<file path="config.mk">
export PLATFORM = sky130hd
export DESIGN_NAME = ex_stage_unit
export DESIGN_NICKNAME = d
export VERILOG_FILES = /design/src/rtl/ex_stage_unit.sv
export SDC_FILE = /design/constraint.sdc
export NUM_CORES = 1
export LEC_CHECK = 0
export CORE_MARGIN = 2
export CORE_UTILIZATION = 35
export DETAILED_ROUTE_END_ITERATION = 12
export HOLD_SLACK_MARGIN = 0.15
export PLACE_DENSITY = 0.57
export SETUP_SLACK_MARGIN = 0.02
export SYNTH_ARGS = -nofsm -noshare
export SYNTH_HDL_FRONTEND = slang
export SYNTH_SLANG_ARGS = --single-unit
</file>
<file path="constraint.sdc">
create_clock -name clock -period 9.6 [get_ports clock]
set_input_delay 1.44 -clock clock [delete_from_list [all_inputs] [get_ports clock]]
set_output_delay 1.44 -clock clock [all_outputs]
set_load 0.02 [all_outputs]
</file>
<file path="src/rtl/ex_stage_unit.sv">
// ex_stage_unit -- registered EX stage for the 64-bit LEGv8-style pipeline.
//
// Decodes the ALU operation from ALUOp and instruction bits [31:21] and picks
// operand B (register or sign-extended immediate). It computes the ALU result,
// the zero flag, the branch target (old_pc + imm*4) and pc+4. All five results
// are captured in one output register, which forms the EX->MEM boundary.
//
// Ports:
//   clock, reset              rising-edge clock; synchronous active-high reset
//   alu_op_1, alu_op_0        ALUOp from main control
//   instruction_part[10:0]    instruction bits [31:21] (R-type opcode)
//   alu_src                   0: B = reg_data_2, 1: B = sign_extend
//   reg_data_1/2, sign_extend operands (WIDTH)
//   old_pc                    PC of the instruction in EX
//   operation_code[3:0]       registered ALU control code
//   alu_result, zero          registered ALU result and its all-zero flag
//   branch_target, pc_plus_4  registered adder outputs

// Plain modulo-2^WIDTH adder. There is no carry in and no carry out.
module ex_stage_adder #(
  parameter int WIDTH = 64
) (
  input  logic [WIDTH-1:0] a,
  input  logic [WIDTH-1:0] b,
  output logic [WIDTH-1:0] sum
);
  assign sum = a + b;
endmodule

module ex_stage_unit #(
  parameter int WIDTH = 64
) (
  input  logic             clock,
  input  logic             reset,
  input  logic             alu_op_1,
  input  logic             alu_op_0,
  input  logic [10:0]      instruction_part,
  input  logic             alu_src,
  input  logic [WIDTH-1:0] reg_data_1,
  input  logic [WIDTH-1:0] reg_data_2,
  input  logic [WIDTH-1:0] sign_extend,
  input  logic [WIDTH-1:0] old_pc,
  output logic [3:0]       operation_code,
  output logic [WIDTH-1:0] alu_result,
  output logic             zero,
  output logic [WIDTH-1:0] branch_target,
  output logic [WIDTH-1:0] pc_plus_4
);
  localparam logic [3:0] OP_AND = 4'b0000;
  localparam logic [3:0] OP_ORR = 4'b0001;
  localparam logic [3:0] OP_ADD = 4'b0010;
  localparam logic [3:0] OP_SUB = 4'b0110;
  localparam logic [3:0] OP_PSB = 4'b0111;
  localparam logic [3:0] OP_NOR = 4'b1100;

  localparam logic [WIDTH-1:0] PC_STEP = WIDTH'(4);

  logic [3:0]       op_c;
  logic [WIDTH-1:0] opb, res_c, br_off, br_sum, pc4_sum;

  // ALU control. ALUOp=1x defers to the R-type opcode field. Unknown opcodes
  // fall back to ADD.
  always_comb begin
    op_c = OP_ADD;
    if (alu_op_1) begin
      case (instruction_part)
        11'b10001011000: op_c = OP_ADD;
        11'b11001011000: op_c = OP_SUB;
        11'b10001010000: op_c = OP_AND;
        11'b10101010000: op_c = OP_ORR;
        default:         op_c = OP_ADD;
      endcase
    end else if (alu_op_0) begin
      op_c = OP_PSB;
    end
  end

  assign opb = alu_src ? sign_extend : reg_data_2;

  always_comb begin
    res_c = '0;
    case (op_c)
      OP_AND:  res_c = reg_data_1 & opb;
      OP_ORR:  res_c = reg_data_1 | opb;
      OP_ADD:  res_c = reg_data_1 + opb;
      OP_SUB:  res_c = reg_data_1 - opb;
      OP_PSB:  res_c = opb;
      OP_NOR:  res_c = ~(reg_data_1 | opb);
      default: res_c = '0;
    endcase
  end

  // Word offset: the top two bits of the immediate fall off the shift.
  assign br_off = {sign_extend[WIDTH-3:0], 2'b00};

  ex_stage_adder #(.WIDTH(WIDTH)) u_br_add  (.a(old_pc), .b(br_off),  .sum(br_sum));
  ex_stage_adder #(.WIDTH(WIDTH)) u_pc4_add (.a(old_pc), .b(PC_STEP), .sum(pc4_sum));

  always_ff @(posedge clock) begin
    if (reset) begin
      operation_code <= '0;
      alu_result     <= '0;
      zero           <= 1'b0;
      branch_target  <= '0;
      pc_plus_4      <= '0;
    end else begin
      operation_code <= op_c;
      alu_result     <= res_c;
      zero           <= (res_c == '0);
      branch_target  <= br_sum;
      pc_plus_4      <= pc4_sum;
    end
  end
endmodule

</file>
==> flow_metrics.env <==
export IMPL_antenna_found_initial=20
export IMPL_final_hold_viol_count=0
export IMPL_vias=18910
export IMPL_grt_ovfl_total=0
export IMPL_utilization_pct=47.14
export IMPL_crit_fanout=63
export IMPL_cpPeakStageDelay_ns=0.59
export IMPL_yosysWarnings=0
export IMPL_grt_max_degree=82
export IMPL_grtUsageTotal_pct=30.40
export IMPL_synth_edf_count=0
export IMPL_cp_start_kind="input port"
export IMPL_max_vdd_ir_drop_mv=0.1255
export IMPL_layout_cells_non_filler=3374
export IMPL_hpwl_mm=65.56
export IMPL_cp_arrival_ns=8.47
export IMPL_max_freq_mhz=124.6
export IMPL_netlist_area_leader_share_pct=22.59
export IMPL_avgSynthCellArea_um2=7.504
export IMPL_setup_worst_path_end_class="flop"
export IMPL_p_seq_share_pct=29.8
export IMPL_synth_cells=2291
export IMPL_cp_endpoint="zero$_SDFF_PP0_"
export IMPL_drc_errors=0
export IMPL_numPortBuffers=467
export IMPL_period_minus_slack_ns=8.023
export IMPL_syn_nets=2693
export IMPL_drive_gt1_share_pct=3.158
export IMPL_hp_class="input port to flop"
export IMPL_yosysUniqueCellTypes=89
export IMPL_ys_seq_elements=194
export IMPL_place_gp_congestion=0.9507
export IMPL_dieWidth_um=225.6
export IMPL_core_area_um2=48750
export IMPL_fillerInstances=4919
export IMPL_yosysTopAreaCell="dfxtp_1"
export IMPL_dieArea_um2=50910
export IMPL_yosysMostFrequentCell="nor2_1"
export IMPL_place_inst=3324
export IMPL_first_iter_violations=1203
export IMPL_cts_buffer_depth=2
export IMPL_placementRows=81
export IMPL_area_delta_synth_final_pct=33.68
export IMPL_worst_pin_slew_ns=0.8616
export IMPL_outcome="finished clean"
export IMPL_netlist_top_cells_count="nor2_1 (279), a21oi_1 (233), nand2_1 (222), dfxtp_1 (194), o21ai_0 (136)"
export IMPL_powerDensity_nw_per_um2=135.3
export IMPL_drtAntennaViolNets=0
export IMPL_tns_ns=0
export IMPL_root_buffer="clkbuf_16"
export IMPL_htree_levels=4
export IMPL_p_sw_share_pct=40.68
export IMPL_ys_seq_area_share_pct=22.59
export IMPL_wire_per_inst_um=23.48
export IMPL_synth_main_ff_cell="dfxtp_1"
export IMPL_crit_slowest_cell="buf_4"
export IMPL_postCtsHoldBufs=0
export IMPL_criticalPathCategory="input port to flop"
export IMPL_setup_viol=0
export IMPL_required_ns=10.05
export IMPL_clock_power_share_pct=24.3
export IMPL_clk_pin_slew_worst_paths_ns=0.08
export IMPL_drt_first_pass_iters=5
export IMPL_nets=3081
export IMPL_cts_sinks=194
export IMPL_start_util_pct=35.27
export IMPL_cts_tree="yes"
export IMPL_relSlewSlack_pct=42.56
export IMPL_async_reset_ff_share_pct=0
export IMPL_cap_viol_max_count=0
export IMPL_netlist_area_um2=17190
export IMPL_cell_internal_pwr_mw=1.845
export IMPL_crit_path_start="alu_src"
export IMPL_synthTopCellsByArea="dfxtp_1 (23%), ha_1 (9.3%), a21oi_1 (6.8%), nor2_1 (6.1%), xor2_1 (6.0%)"
export IMPL_wirelength_mm=79.21
export IMPL_grt_pass1_vias=18410
export IMPL_combPwrFrac_pct=45.9
export IMPL_post_cts_setup_buffer_count=0
export IMPL_vias_per_cell=5.606
export IMPL_p_leak_nw=8.935
export IMPL_cts_buffers=17
export IMPL_chipHeight_um=225.6
export IMPL_switchingPower_mw=1.265
export IMPL_ioPinCount=469
export IMPL_maxSlewViolCount=0
export IMPL_rsz0062_at_grt="false"
export IMPL_fin_crit_sh_pct=83.57
export IMPL_grt_pass1_wl_mm=114.9
export IMPL_cts_resized=0
-- layout make-up --
class / instances / area, µm² / area share (%)
Timing Repair Buffer: 481 / 4791 / 20.85
Sequential cell: 194 / 3884 / 16.90
Tap cell: 664 / 830.8 / 3.615
Clock buffer: 17 / 425.4 / 1.851
Multi-Input combinational cell: 1952 / 12720 / 55.37
Inverter: 33 / 123.9 / 0.5390
Antenna cell: 18 / 45.04 / 0.1960
Clock inverter: 15 / 157.7 / 0.6860
-- cell families (layout without fill, tap and decap cells) --
family / after synthesis / in the layout / synth area share [%]
XOR/XNOR: 211 / 211 / 10.75
AND/OR/NAND/NOR: 854 / 854 / 23.77
other: 1 / 19 / 0.02181
AO/OA/AOI/OAI: 659 / 659 / 24.05
flip-flops: 194 / 194 / 22.59
adder cells (fa/ha/maj): 154 / 154 / 10.95
buffers and inverters: 145 / 546 / 3.508
multiplexers: 73 / 73 / 4.360
-- state kept, by name (all words and copies together) (netlist names) --
name,count
alu_result,64
operation_code,3
branch_target,64
pc_plus_4,62
zero,1
-- power groups by stage --
stage	Clock, mW	Combinational (mW)	Sequential [mW]
after detailed placement	0	1.42	0.945
after global placement	0	1.42	0.945
after global routing	0.803	1.53	0.935
after floorplan	0	0.696	1.06
final	0.755	1.43	0.926
after CTS	0.780	1.42	0.928
-- how the worst min path moves through the flow --
stage,end,slack (ns),cells after the start,startpoint
after global placement,alu_result[5]$_SDFF_PP0_,1.80,2,reset
after detailed placement,alu_result[2]$_SDFF_PP0_,1.80,2,reset
after CTS,pc_plus_4[5]$_SDFF_PP0_,1.25,2,reset
after global routing,alu_result[5]$_SDFF_PP0_,1.30,2,reset
after floorplan,pc_plus_4[2]$_SDFF_PP0_,1.51,1,old_pc[2]
final,branch_target[1]$_SDFF_PP0_,1.29,2,reset
-- worst max-delay path, delay by kind of cell --
family | cells | cell delay, ns
AND/OR/NAND/NOR | 17 | 3.89
AO/OA/AOI/OAI | 4 | 0.92
adder cells (fa/ha/maj) | 2 | 0.71
buffers and inverters | 2 | 0.68
multiplexers | 1 | 0.46
XOR/XNOR | 2 | 0.35
-- metal layers --
metal | up-vias | share of wire, % | global-route usage [%]
li1 | 9097 | - | -
met1 | 8902 | 38 | 33.33
met2 | 749 | 49 | 53.97
met3 | 153 | 7.5 | 7.963
met4 | 12 | 4.5 | 15.47
met5 | - | 0.10 | 0
-- metrics by stage --
| step | area, µm² | setup WS [ns] | power [mW] | hold WS, ns |
|---|---|---|---|---|
| after floorplan | 17190 | 2.104 | 1.751 | 1.512 |
| after global placement | 22350 | 1.339 | 2.365 | 1.797 |
| after detailed placement | 22350 | 1.183 | 2.361 | 1.804 |
| after CTS | 22940 | 1.725 | 3.130 | 1.254 |
| after global routing | 22960 | 0.9230 | 3.270 | 1.295 |
| final | 22980 | 1.577 | 3.109 | 1.288 |
-- cells in the final DEF, fill, tap and decap left out, types with 14 or more instances in the layout --
cell type / instances
a211oi_1: 26
a21o_1: 67
a21oi_1: 232
a31oi_1: 21
and3_1: 25
buf_4: 14
clkbuf_16: 17
clkdlybuf4s50_1: 465
dfxtp_1: 194
diode_2: 18
ha_1: 128
inv_1: 32
maj3_1: 24
mux2i_1: 62
nand2_1: 222
nand2b_1: 29
nand3_1: 62
nand4_1: 49
nor2_1: 278
nor2b_1: 49
nor3_1: 52
o211ai_1: 17
o21a_1: 23
o21ai_0: 136
o21bai_1: 18
o31ai_1: 17
or3_1: 28
xnor2_1: 94
xor2_1: 117
(Power assumes the default switching activity.)
